[config.mk]
export PLATFORM = sky130hd
export DESIGN_NAME = sw_stream_driver
export DESIGN_NICKNAME = d
export VERILOG_FILES = /design/src/rtl/sw_stream_driver.sv
export SDC_FILE = /design/constraint.sdc
export NUM_CORES = 1
export LEC_CHECK = 0
export ABC_CLOCK_PERIOD_IN_PS = 4800
export BUFFER_PORTS_ARGS = -buffer_cell sky130_fd_sc_hd__clkbuf_2
export CORE_ASPECT_RATIO = 0.75
export CORE_MARGIN = 3
export CORE_UTILIZATION = 45
export CTS_CLUSTER_DIAMETER = 100
export CTS_CLUSTER_SIZE = 12
export DETAILED_ROUTE_END_ITERATION = 10
export PLACE_DENSITY_LB_ADDON = 0.08
export RECOVER_POWER = 100
export SYNTH_ARGS = -nofsm -noshare
export SYNTH_HDL_FRONTEND = slang
export SYNTH_SLANG_ARGS = --single-unit
[constraint.sdc]
create_clock -name clk -period 4.8 [get_ports clk]
set_clock_uncertainty 0.05 [all_clocks]
set_input_delay 0 -clock clk [delete_from_list [all_inputs] [get_ports clk]]
set_output_delay 0 -clock clk [all_outputs]
set_load 0.02 [all_outputs]
[src/rtl/sw_stream_driver.sv]
// Streams host-loaded reference/query symbol buffers to a Smith-Waterman aligner,
// then captures its result on a finish rising edge or flags a watchdog timeout.
module sw_stream_driver #(
  parameter int WIDTH_SCORE     = 8,
  parameter int WIDTH_POS_REF   = 7,
  parameter int WIDTH_POS_QUERY = 6,
  parameter int LEN_REF         = 64,
  parameter int LEN_QUERY       = 48
) (
  input  logic                       clk,
  input  logic                       reset,
  input  logic                       wr_en,
  input  logic                       wr_sel,
  input  logic [5:0]                 wr_addr,
  input  logic [1:0]                 wr_data,
  input  logic                       start,
  output logic                       busy,
  output logic                       done,
  output logic                       timeout,
  output logic                       valid,
  output logic [1:0]                 data_ref,
  output logic [1:0]                 data_query,
  input  logic                       finish,
  input  logic [WIDTH_SCORE-1:0]     max,
  input  logic [WIDTH_POS_REF-1:0]   pos_ref,
  input  logic [WIDTH_POS_QUERY-1:0] pos_query,
  output logic [WIDTH_SCORE-1:0]     res_max,
  output logic [WIDTH_POS_REF-1:0]   res_pos_ref,
  output logic [WIDTH_POS_QUERY-1:0] res_pos_query
);

  localparam int KW  = 7;
  localparam int AWR = $clog2(LEN_REF);
  localparam int AWQ = $clog2(LEN_QUERY);
  localparam logic [KW-1:0] K_REF  = KW'(LEN_REF);
  localparam logic [KW-1:0] K_QRY  = KW'(LEN_QUERY);
  localparam logic [KW-1:0] K_ZERO = {KW{1'b0}};
  localparam logic [KW-1:0] K_ONE  = {{(KW-1){1'b0}}, 1'b1};
  localparam logic [9:0]    WD_MAX = 10'd1023;

  typedef enum logic [1:0] {
    ST_IDLE = 2'd0,
    ST_SEND = 2'd1,
    ST_WAIT = 2'd2,
    ST_DONE = 2'd3
  } state_e;

  state_e state_q, state_d;

  logic [1:0] ref_mem [LEN_REF];
  logic [1:0] qry_mem [LEN_QUERY];

  logic [KW-1:0]              k_q, k_d;
  logic [9:0]                 wd_q, wd_d;
  logic                       finish_dly_q;
  logic                       valid_q, valid_d;
  logic [1:0]                 data_ref_q, data_ref_d;
  logic [1:0]                 data_query_q, data_query_d;
  logic                       busy_q, busy_d;
  logic                       done_q, done_d;
  logic                       timeout_q, timeout_d;
  logic [WIDTH_SCORE-1:0]     res_max_q, res_max_d;
  logic [WIDTH_POS_REF-1:0]   res_pos_ref_q, res_pos_ref_d;
  logic [WIDTH_POS_QUERY-1:0] res_pos_query_q, res_pos_query_d;

  logic [KW-1:0] wr_addr_ext_s;
  logic [KW-1:0] idx_s;
  logic          wr_ref_s;
  logic          wr_qry_s;
  logic          fin_edge_s;
  logic [1:0]    ref_sym_s;
  logic [1:0]    qry_sym_s;

  assign wr_addr_ext_s = {1'b0, wr_addr};
  assign wr_ref_s   = wr_en && (state_q == ST_IDLE) && !wr_sel && (wr_addr_ext_s < K_REF);
  assign wr_qry_s   = wr_en && (state_q == ST_IDLE) && wr_sel && (wr_addr_ext_s < K_QRY);
  assign fin_edge_s = finish && !finish_dly_q && (state_q == ST_WAIT);

  // Buffers are deliberately outside the reset domain so contents survive a reset.
  always_ff @(posedge clk) begin
    if (wr_ref_s) begin
      ref_mem[wr_addr_ext_s[AWR-1:0]] <= wr_data;
    end
    if (wr_qry_s) begin
      qry_mem[wr_addr_ext_s[AWQ-1:0]] <= wr_data;
    end
  end

  // Beat 0 is launched from IDLE, so a same-cycle write to that index is forwarded.
  always_comb begin
    if (state_q == ST_IDLE) begin
      idx_s = K_ZERO;
    end else begin
      idx_s = k_q;
    end
    ref_sym_s = 2'b00;
    qry_sym_s = 2'b00;
    if (idx_s < K_REF) begin
      if (wr_ref_s && (wr_addr_ext_s == idx_s)) begin
        ref_sym_s = wr_data;
      end else begin
        ref_sym_s = ref_mem[idx_s[AWR-1:0]];
      end
    end else begin
      ref_sym_s = 2'b00;
    end
    if (idx_s < K_QRY) begin
      if (wr_qry_s && (wr_addr_ext_s == idx_s)) begin
        qry_sym_s = wr_data;
      end else begin
        qry_sym_s = qry_mem[idx_s[AWQ-1:0]];
      end
    end else begin
      qry_sym_s = 2'b00;
    end
  end

  always_ff @(posedge clk or posedge reset) begin
    if (reset) begin
      state_q <= ST_IDLE;
    end else begin
      state_q <= state_d;
    end
  end

  always_comb begin
    state_d = state_q;
    case (state_q)
      ST_IDLE: begin
        if (start) begin
          state_d = ST_SEND;
        end else begin
          state_d = ST_IDLE;
        end
      end
      ST_SEND: begin
        if (k_q == K_REF) begin
          state_d = ST_WAIT;
        end else begin
          state_d = ST_SEND;
        end
      end
      ST_WAIT: begin
        if (fin_edge_s || (wd_q == WD_MAX)) begin
          state_d = ST_DONE;
        end else begin
          state_d = ST_WAIT;
        end
      end
      ST_DONE: state_d = ST_IDLE;
      default: state_d = ST_IDLE;
    endcase
  end

  // k_q holds the index of the next beat to load; reaching LEN_REF ends the stream.
  always_comb begin
    valid_d         = 1'b0;
    data_ref_d      = 2'b00;
    data_query_d    = 2'b00;
    busy_d          = 1'b0;
    done_d          = 1'b0;
    timeout_d       = timeout_q;
    res_max_d       = res_max_q;
    res_pos_ref_d   = res_pos_ref_q;
    res_pos_query_d = res_pos_query_q;
    k_d             = k_q;
    wd_d            = wd_q;
    case (state_q)
      ST_IDLE: begin
        if (start) begin
          valid_d      = 1'b1;
          data_ref_d   = ref_sym_s;
          data_query_d = qry_sym_s;
          busy_d       = 1'b1;
          timeout_d    = 1'b0;
          k_d          = K_ONE;
        end else begin
          k_d = K_ZERO;
        end
      end
      ST_SEND: begin
        busy_d = 1'b1;
        if (k_q == K_REF) begin
          k_d  = K_ZERO;
          wd_d = 10'd0;
        end else begin
          valid_d      = 1'b1;
          data_ref_d   = ref_sym_s;
          data_query_d = qry_sym_s;
          k_d          = k_q + K_ONE;
        end
      end
      ST_WAIT: begin
        if (fin_edge_s) begin
          res_max_d       = max;
          res_pos_ref_d   = pos_ref;
          res_pos_query_d = pos_query;
          done_d          = 1'b1;
        end else if (wd_q == WD_MAX) begin
          res_max_d       = {WIDTH_SCORE{1'b0}};
          res_pos_ref_d   = {WIDTH_POS_REF{1'b0}};
          res_pos_query_d = {WIDTH_POS_QUERY{1'b0}};
          timeout_d       = 1'b1;
          done_d          = 1'b1;
        end else begin
          busy_d = 1'b1;
          wd_d   = wd_q + 10'd1;
        end
      end
      ST_DONE: wd_d = 10'd0;
      default: begin
        k_d  = K_ZERO;
        wd_d = 10'd0;
      end
    endcase
  end

  always_ff @(posedge clk or posedge reset) begin
    if (reset) begin
      k_q             <= K_ZERO;
      wd_q            <= 10'd0;
      finish_dly_q    <= 1'b0;
      valid_q         <= 1'b0;
      data_ref_q      <= 2'b00;
      data_query_q    <= 2'b00;
      busy_q          <= 1'b0;
      done_q          <= 1'b0;
      timeout_q       <= 1'b0;
      res_max_q       <= {WIDTH_SCORE{1'b0}};
      res_pos_ref_q   <= {WIDTH_POS_REF{1'b0}};
      res_pos_query_q <= {WIDTH_POS_QUERY{1'b0}};
    end else begin
      k_q             <= k_d;
      wd_q            <= wd_d;
      finish_dly_q    <= finish;
      valid_q         <= valid_d;
      data_ref_q      <= data_ref_d;
      data_query_q    <= data_query_d;
      busy_q          <= busy_d;
      done_q          <= done_d;
      timeout_q       <= timeout_d;
      res_max_q       <= res_max_d;
      res_pos_ref_q   <= res_pos_ref_d;
      res_pos_query_q <= res_pos_query_d;
    end
  end

  assign valid         = valid_q;
  assign data_ref      = data_ref_q;
  assign data_query    = data_query_q;
  assign busy          = busy_q;
  assign done          = done_q;
  assign timeout       = timeout_q;
  assign res_max       = res_max_q;
  assign res_pos_ref   = res_pos_ref_q;
  assign res_pos_query = res_pos_query_q;

endmodule
After elaboration in Yosys (flattened, before gate mapping)
Memory sizes are Yosys's and may differ from the RTL's.
Index checks and enable logic that the tools add are counted.
{"block": "word_totals", "regBits": 49, "output_inout_bits": 29, "input_bits": 35, "memories": 2, "mem_bits_rw": 224, "elab_cells": 97}
{"memory": "ref_mem", "words": 64, "width": 2, "rd": 1, "rd_ports_with_merged_regs": 0, "write_ports": 1, "line": "50", "rtl": "logic [1:0] ref_mem [LEN_REF];"}
{"memory": "qry_mem", "words": 48, "width": 2, "rd": 1, "rd_ports_with_merged_regs": 0, "write_ports": 1, "line": "51", "rtl": "logic [1:0] qry_mem [LEN_QUERY];"}
{"block": "classes", "order_cmp": 4, "mux": 45, "eq_ne": 11, "addsub": 2, "n_reduce_logical": 20}
{"cell": "$mux 10", "count": 3}
{"cell": "$pmux 10 s3", "count": 1}
{"cell": "$mux 7", "count": 4}
{"cell": "$mux 2", "count": 9}
{"cell": "$mux 1", "count": 17}
{"cell": "$mux 8", "count": 2}
{"cell": "$pmux 7 s2", "count": 1}
{"cell": "$mux 6", "count": 2}
{"cell": "$add 10x1->10 const B", "count": 1}
{"cell": "$eq 10x10->1 const B", "count": 1}
{"cell": "$logic_and 1x1->1", "count": 9}
{"cell": "$ne 2x2->1 const B", "count": 4}
{"cell": "$pmux 2 s2", "count": 2}
{"cell": "$pmux 2 s4", "count": 1}
{"cell": "$reduce_and 4->1", "count": 2}
{"cell": "$add 7x1->7 const B", "count": 1}
{"cell": "$eq 6x7->1", "count": 1}
{"cell": "$eq 7x7->1 const B", "count": 1}
{"cell": "$lt 6x7->1 const B", "count": 1}
{"cell": "$lt 7x6->1 const B", "count": 1}
{"cell": "$lt 7x7->1 const B", "count": 1}
{"cell": "$lt 6x6->1 const B", "count": 1}
{"cell": "$reduce_bool 2->1", "count": 3}
{"cell": "$eq 2x2->1 const B", "count": 2}
{"cell": "other kinds (9)", "count": 11}

Logic depth before layout (Yosys ltp)
{"block": "logic_depth", "depth_word": 9, "ltp_mapped": 13, "mapped_depth_nobuf": 8}

Least setup slack after synthesis
Ideal clock, no wire load.
{"block": "synth_path", "path_kind": "reg-to-reg", "from": "register k_q[0]", "to": "register k_q[3]", "path_slack_ns": 2.220, "period_less_slack_ns": 2.580, "path_buffers": 5, "required_time_ns": 4.655, "stages_incl_launch_ff": 12, "setup_ns": 0.095, "t_arrival_ns": 2.435, "cell_sequence": "dfrtp_1 -> buf_2 -> buf_4 -> buf_4 -> buf_4 -> buf_2 -> inv_1 -> ha_1 -> and4_1 -> nand2b_1 -> or2_2 -> o31ai_1"}
{"block": "synth_via", "elab_chain_len": 3, "word_cells_on_any_way": 4, "cone_classes": "1 x add/sub; 1 x eq/ne; 2 x mux"}
{"item": "from (decl)", "line": "53", "rtl": "logic [KW-1:0] k_q, k_d;"}
{"item": "from (signal assigned)", "line": "233", "rtl": "k_q <= k_d;"}
{"item": "$add 7x1->7 or $eq 7x7->1 (tied branches)", "line": "190, 183"}
{"item": "$mux 7 *", "line": "183", "rtl": "if (k_q == K_REF) begin"}
{"item": "$pmux 7 s2 *", "line": "168", "rtl": "case (state_q)"}
Every way passes the cells marked *; elsewhere a longest branch is shown, timed or not.
A chain may end at the register's enable or synchronous reset.

Worst setup path after layout
{"block": "layout_path", "from": "register k_q[1]", "to": "register data_query_q[1] (netlist: data_query[1])"}
{"block": "layout_via", "elab_chain_len": 7, "word_cells_on_any_way": 11, "cone_classes": "1 x order compare; 2 x eq/ne; 6 x mux; 1 x reduce/logical; 1 x memory"}
{"item": "branches (longest 6 deep; another with $mem_v2 48x2)"}
{"item": "$pmux 2 s2 *", "line": "168"}
{"item": "via data_query_d[1]", "line": "58", "rtl": "logic [1:0] data_query_q, data_query_d;"}
{"item": "to (signal assigned)", "line": "238", "rtl": "data_query_q <= data_query_d;"}
{"item": "to (decl)", "line": "58"}
Mark *: on every way through the listed nets, which the timed path passes.

==> summary.md <==
| Metric | Value |
|---|---|
| Synth Area in Compound Gates | `between 10 and 15%` |
| Antenna violations before repair | `0` |
| Sequential share of the synthesized area | `about 67%` |
| Status | `finished, violations left` |
| Htree depth | `1` |
| Power Density | `~500 nW/um^2` |
| # rows | `50` |
| CTS Hold Bufs | `24` |
| Core area | `25460 sq um` |
| Post-synth ARST share | `between 15 and 20%` |
| Mux cell area share after synthesis | `between 7 and 8%` |
| Number of synthesized flops with an enable pin | `224` |
| Final worst-path cycle share | `between 70% and 80%` |
| Crit path launch type | `flop` |
| Final nets | `1004` |
| Count of different cell masters after synthesis | `66` |
| Rel. slew slack | `-62.73%` |
| Post-CTS Setup Bufs | `0` |
| Sum Neg Setup Slack | `0 ns` |
| First DRT Iteration DRCs | `813` |
| Failing checks | `max-capacitance violations, max-slew violations` |
| Largest net degree at the start of global routing | `61` |
| Worst VDD drop | `0.2768 mV` |
| Worst setup path class | `flop to flop` |
| Vias in the first global route | `7946` |
| Post-route DRC | `0` |
| Clock Latency Late Sink | `0.53 ns` |
| CTS root buffer | `clkbuf_16` |
| Clock slew at reported path FFs | `roughly 0.070 ns` |
| Final setup viols | `0` |
| Peak Freq | `0.2619 GHz` |
| Critical path peak fanout | `19` |
| Slew Viols, Final | `around 160` |
| Synth Area in XOR/XNOR | `less than 1%` |
| Ant. Diodes | `0` |
| Worst hold path class | `input pin to flop` |
| Cell Area, Placed | `about 12000 sq um` |
| Final hold vios | `0` |
| Syn Inst Count | `between 800 and 900` |
| Tot GR Track Use | `between 20% and 30%` |
| Min Clock Period, post-route | `approximately 3.8 ns` |
| Crit end category | `flop` |
| Unrepaired setup endpoints after global routing | `false` |
| Synthesized net count | `just over 900` |
| Ports | `between 60 and 70` |
| Die height | `roughly 150 um` |
| Final ANT Viol Nets | `0` |
| First-pass GRT wire length | `between 40000 and 50000 um` |
| CTS Buffer Depth | `3` |
| GP Congestion | `between 0.9 and 1` |
| First-pass detailed-route iteration total | `7` |
| Slew @ Worst Pin | `around 2.4 ns` |
| Mapped cell area | `~12000 sq um` |
| CTS Sinks | `approximately 270` |
| Total CTS buffers | `26` |
| Top post-synthesis cells by area | `edfxtp_1, dfrtp_1, nor2_1` |
| Average routed wire per standard cell | `between 20 and 25 um` |
| Synth Area in Simple Gates | `between 10 and 15%` |
| P_leak | `between 4 and 5 nW` |
| Synthesis-to-finish area growth | `12.75%` |
| Top cell type's share of synthesized area | `56.61%` |
| Yosys warnings | `0` |
| Adder-Cell Fraction of Synth Area | `0.3159%` |
| Die ar. | `28410 sq um` |
| Top_reg_cell synth | `edfxtp_1` |
| Total congestion overflow | `0` |
| Design Area, Final | `about 13000 sq um` |
| Via count | `between 7000 and 8000` |
| Die width | `slightly below 200 um` |
| Main combinational cell family by area after synthesis | `simple AND/OR/NAND/NOR gates` |
| Post-synthesis average cell area | `around 13 sq um` |
| Max-cap violations | `3` |
| Final wirelength | `31360 um` |
| Vias per inst | `approximately 5.9` |
| Cts repair resizes | `0` |
| Hpwl dp | `between 20000 and 25000 um` |
| Arrival time at the worst endpoint | `around 4.2 ns` |
| Initial Util | `between 40% and 50%` |
| Synthesized flop and latch total | `around 270` |
| CTS tree | `built` |
| Fraction of layout cells with a size suffix above 1 | `between 10% and 20%` |
| Port bufs | `63` |
| Synth area leader | `edfxtp_1` |
| Critical Path RT | `a little over 5 ns` |
-- where the power goes --
part           leakage, nW  internal [mW]  switching [mW]
registers             2.63           2.64           0.290
logic                 1.59          0.777            1.13
clock network        0.360           1.05           0.842
-- flip-flops by register name (all words and copies together) (netlist names), 2 cells and up, named ones only --
name	count
ref_mem	128
res_max	8
k_q	7
wd_q	10
res_pos_ref	7
data_query	2
res_pos_query	6
qry_mem	96
data_ref	2
-- final cells by class --
cell class	count	area, sq um
clock buffer	47	750.7
clock inverter	1	5.005
fill	2167	12070
inverter	16	60.06
multi-input combinational	545	3560
sequential	273	7958
tap	338	422.9
timing repair buffer	104	640.6
-- synth_stat cells, types with 4 or more instances --
cell type  number
nor3b_1         5
a21oi_1        38
nand4_1         5
or3_1           4
dfrtp_1        49
o22ai_1         9
o221ai_1        4
o21ai_0        34
nor2b_1         9
mux2i_1        29
inv_1          15
a22o_1         22
xnor2_1         4
buf_6           4
buf_4           5
nand3_1        15
xor2_1          7
mux4_2         24
buf_2          20
nor2_1        175
a211oi_1       10
nor3_1          4
edfxtp_1      224
and3_1          5
o22a_1          4
a31oi_1        14
mux2_2          5
a221oi_1        6
nand2b_1       12
clkbuf_1       32
o21bai_1        4
and4_1          4
nand2_1        37
or2b_1          4
-- metrics by stage --
step | power (mW) | setup WS (ns) | utilization, % | instances | hold slack, ns
floorplan | 4.202 | 2.220 | - | 896 | -0.01857
global placement | 4.857 | 1.701 | 48.96 | 1252 | 0.08448
detailed placement | 4.866 | 1.622 | 48.96 | 1252 | 0.09079
CTS | 6.759 | 1.589 | 52.87 | 1324 | 0.002940
global route | 7.044 | 0.7028 | 52.61 | 1324 | 0.05307
finish | 6.729 | 0.9811 | 52.61 | 1324 | 0.05606
-- routing by layer --
layer	part of all wire, %	global-route usage, %	up-vias
li1	-	-	3509
met5	0	0	-
met1	46	33.35	4019
met3	7.8	4.562	34
met2	45	33.03	295
met4	1.3	3.578	0
-- worst max-delay path, cell delays in order, from the launching register on --
cell       delay (ns)
dfrtp_1          0.96
clkbuf_1         0.67
a32oi_1          0.19
o31ai_1          0.33
nand2_1          0.13
a2111oi_0        0.98
nor3b_1          0.11
a211o_1          0.27
-- cells in the final DEF, fill, tap and decap left out, drive strengths merged, types with 22 or more instances in the layout --
cell | Yosys | layout
edfxtp | 224 | 224
nor2 | 176 | 176
clkbuf | 33 | 114
dfrtp | 49 | 49
a21oi | 38 | 38
nand2 | 37 | 37
o21ai | 37 | 37
mux2i | 29 | 29
mux4 | 24 | 24
dlygate4sd3 | 0 | 24
a22o | 22 | 22
-- kinds of logic after synthesis --
kind of cell             count (synthesis)
flip-flops                             273
AND/OR/NAND/NOR                        293
adder cells (fa/ha/maj)                  3
XOR/XNOR                                11
multiplexers                            58
buffers and inverters                   78
AO/OA/AOI/OAI                          180
-- worst paths after layout --
path                            endpoint    start  cells after the start  slack [ns]
setup / recovery           data_query[1]   k_q[1]                      7        0.98
hold / removal               data_ref[1]   wr_sel                      4        0.06
setup reg to reg           data_query[1]   k_q[1]                      7        0.98
hold reg to reg                  wd_q[0]  wd_q[0]                      1        0.46
max in group asynchronous         k_q[0]    reset                      3        2.60
min in group asynchronous     res_max[4]    reset                      3        0.66
(Power assumes the default switching activity.)
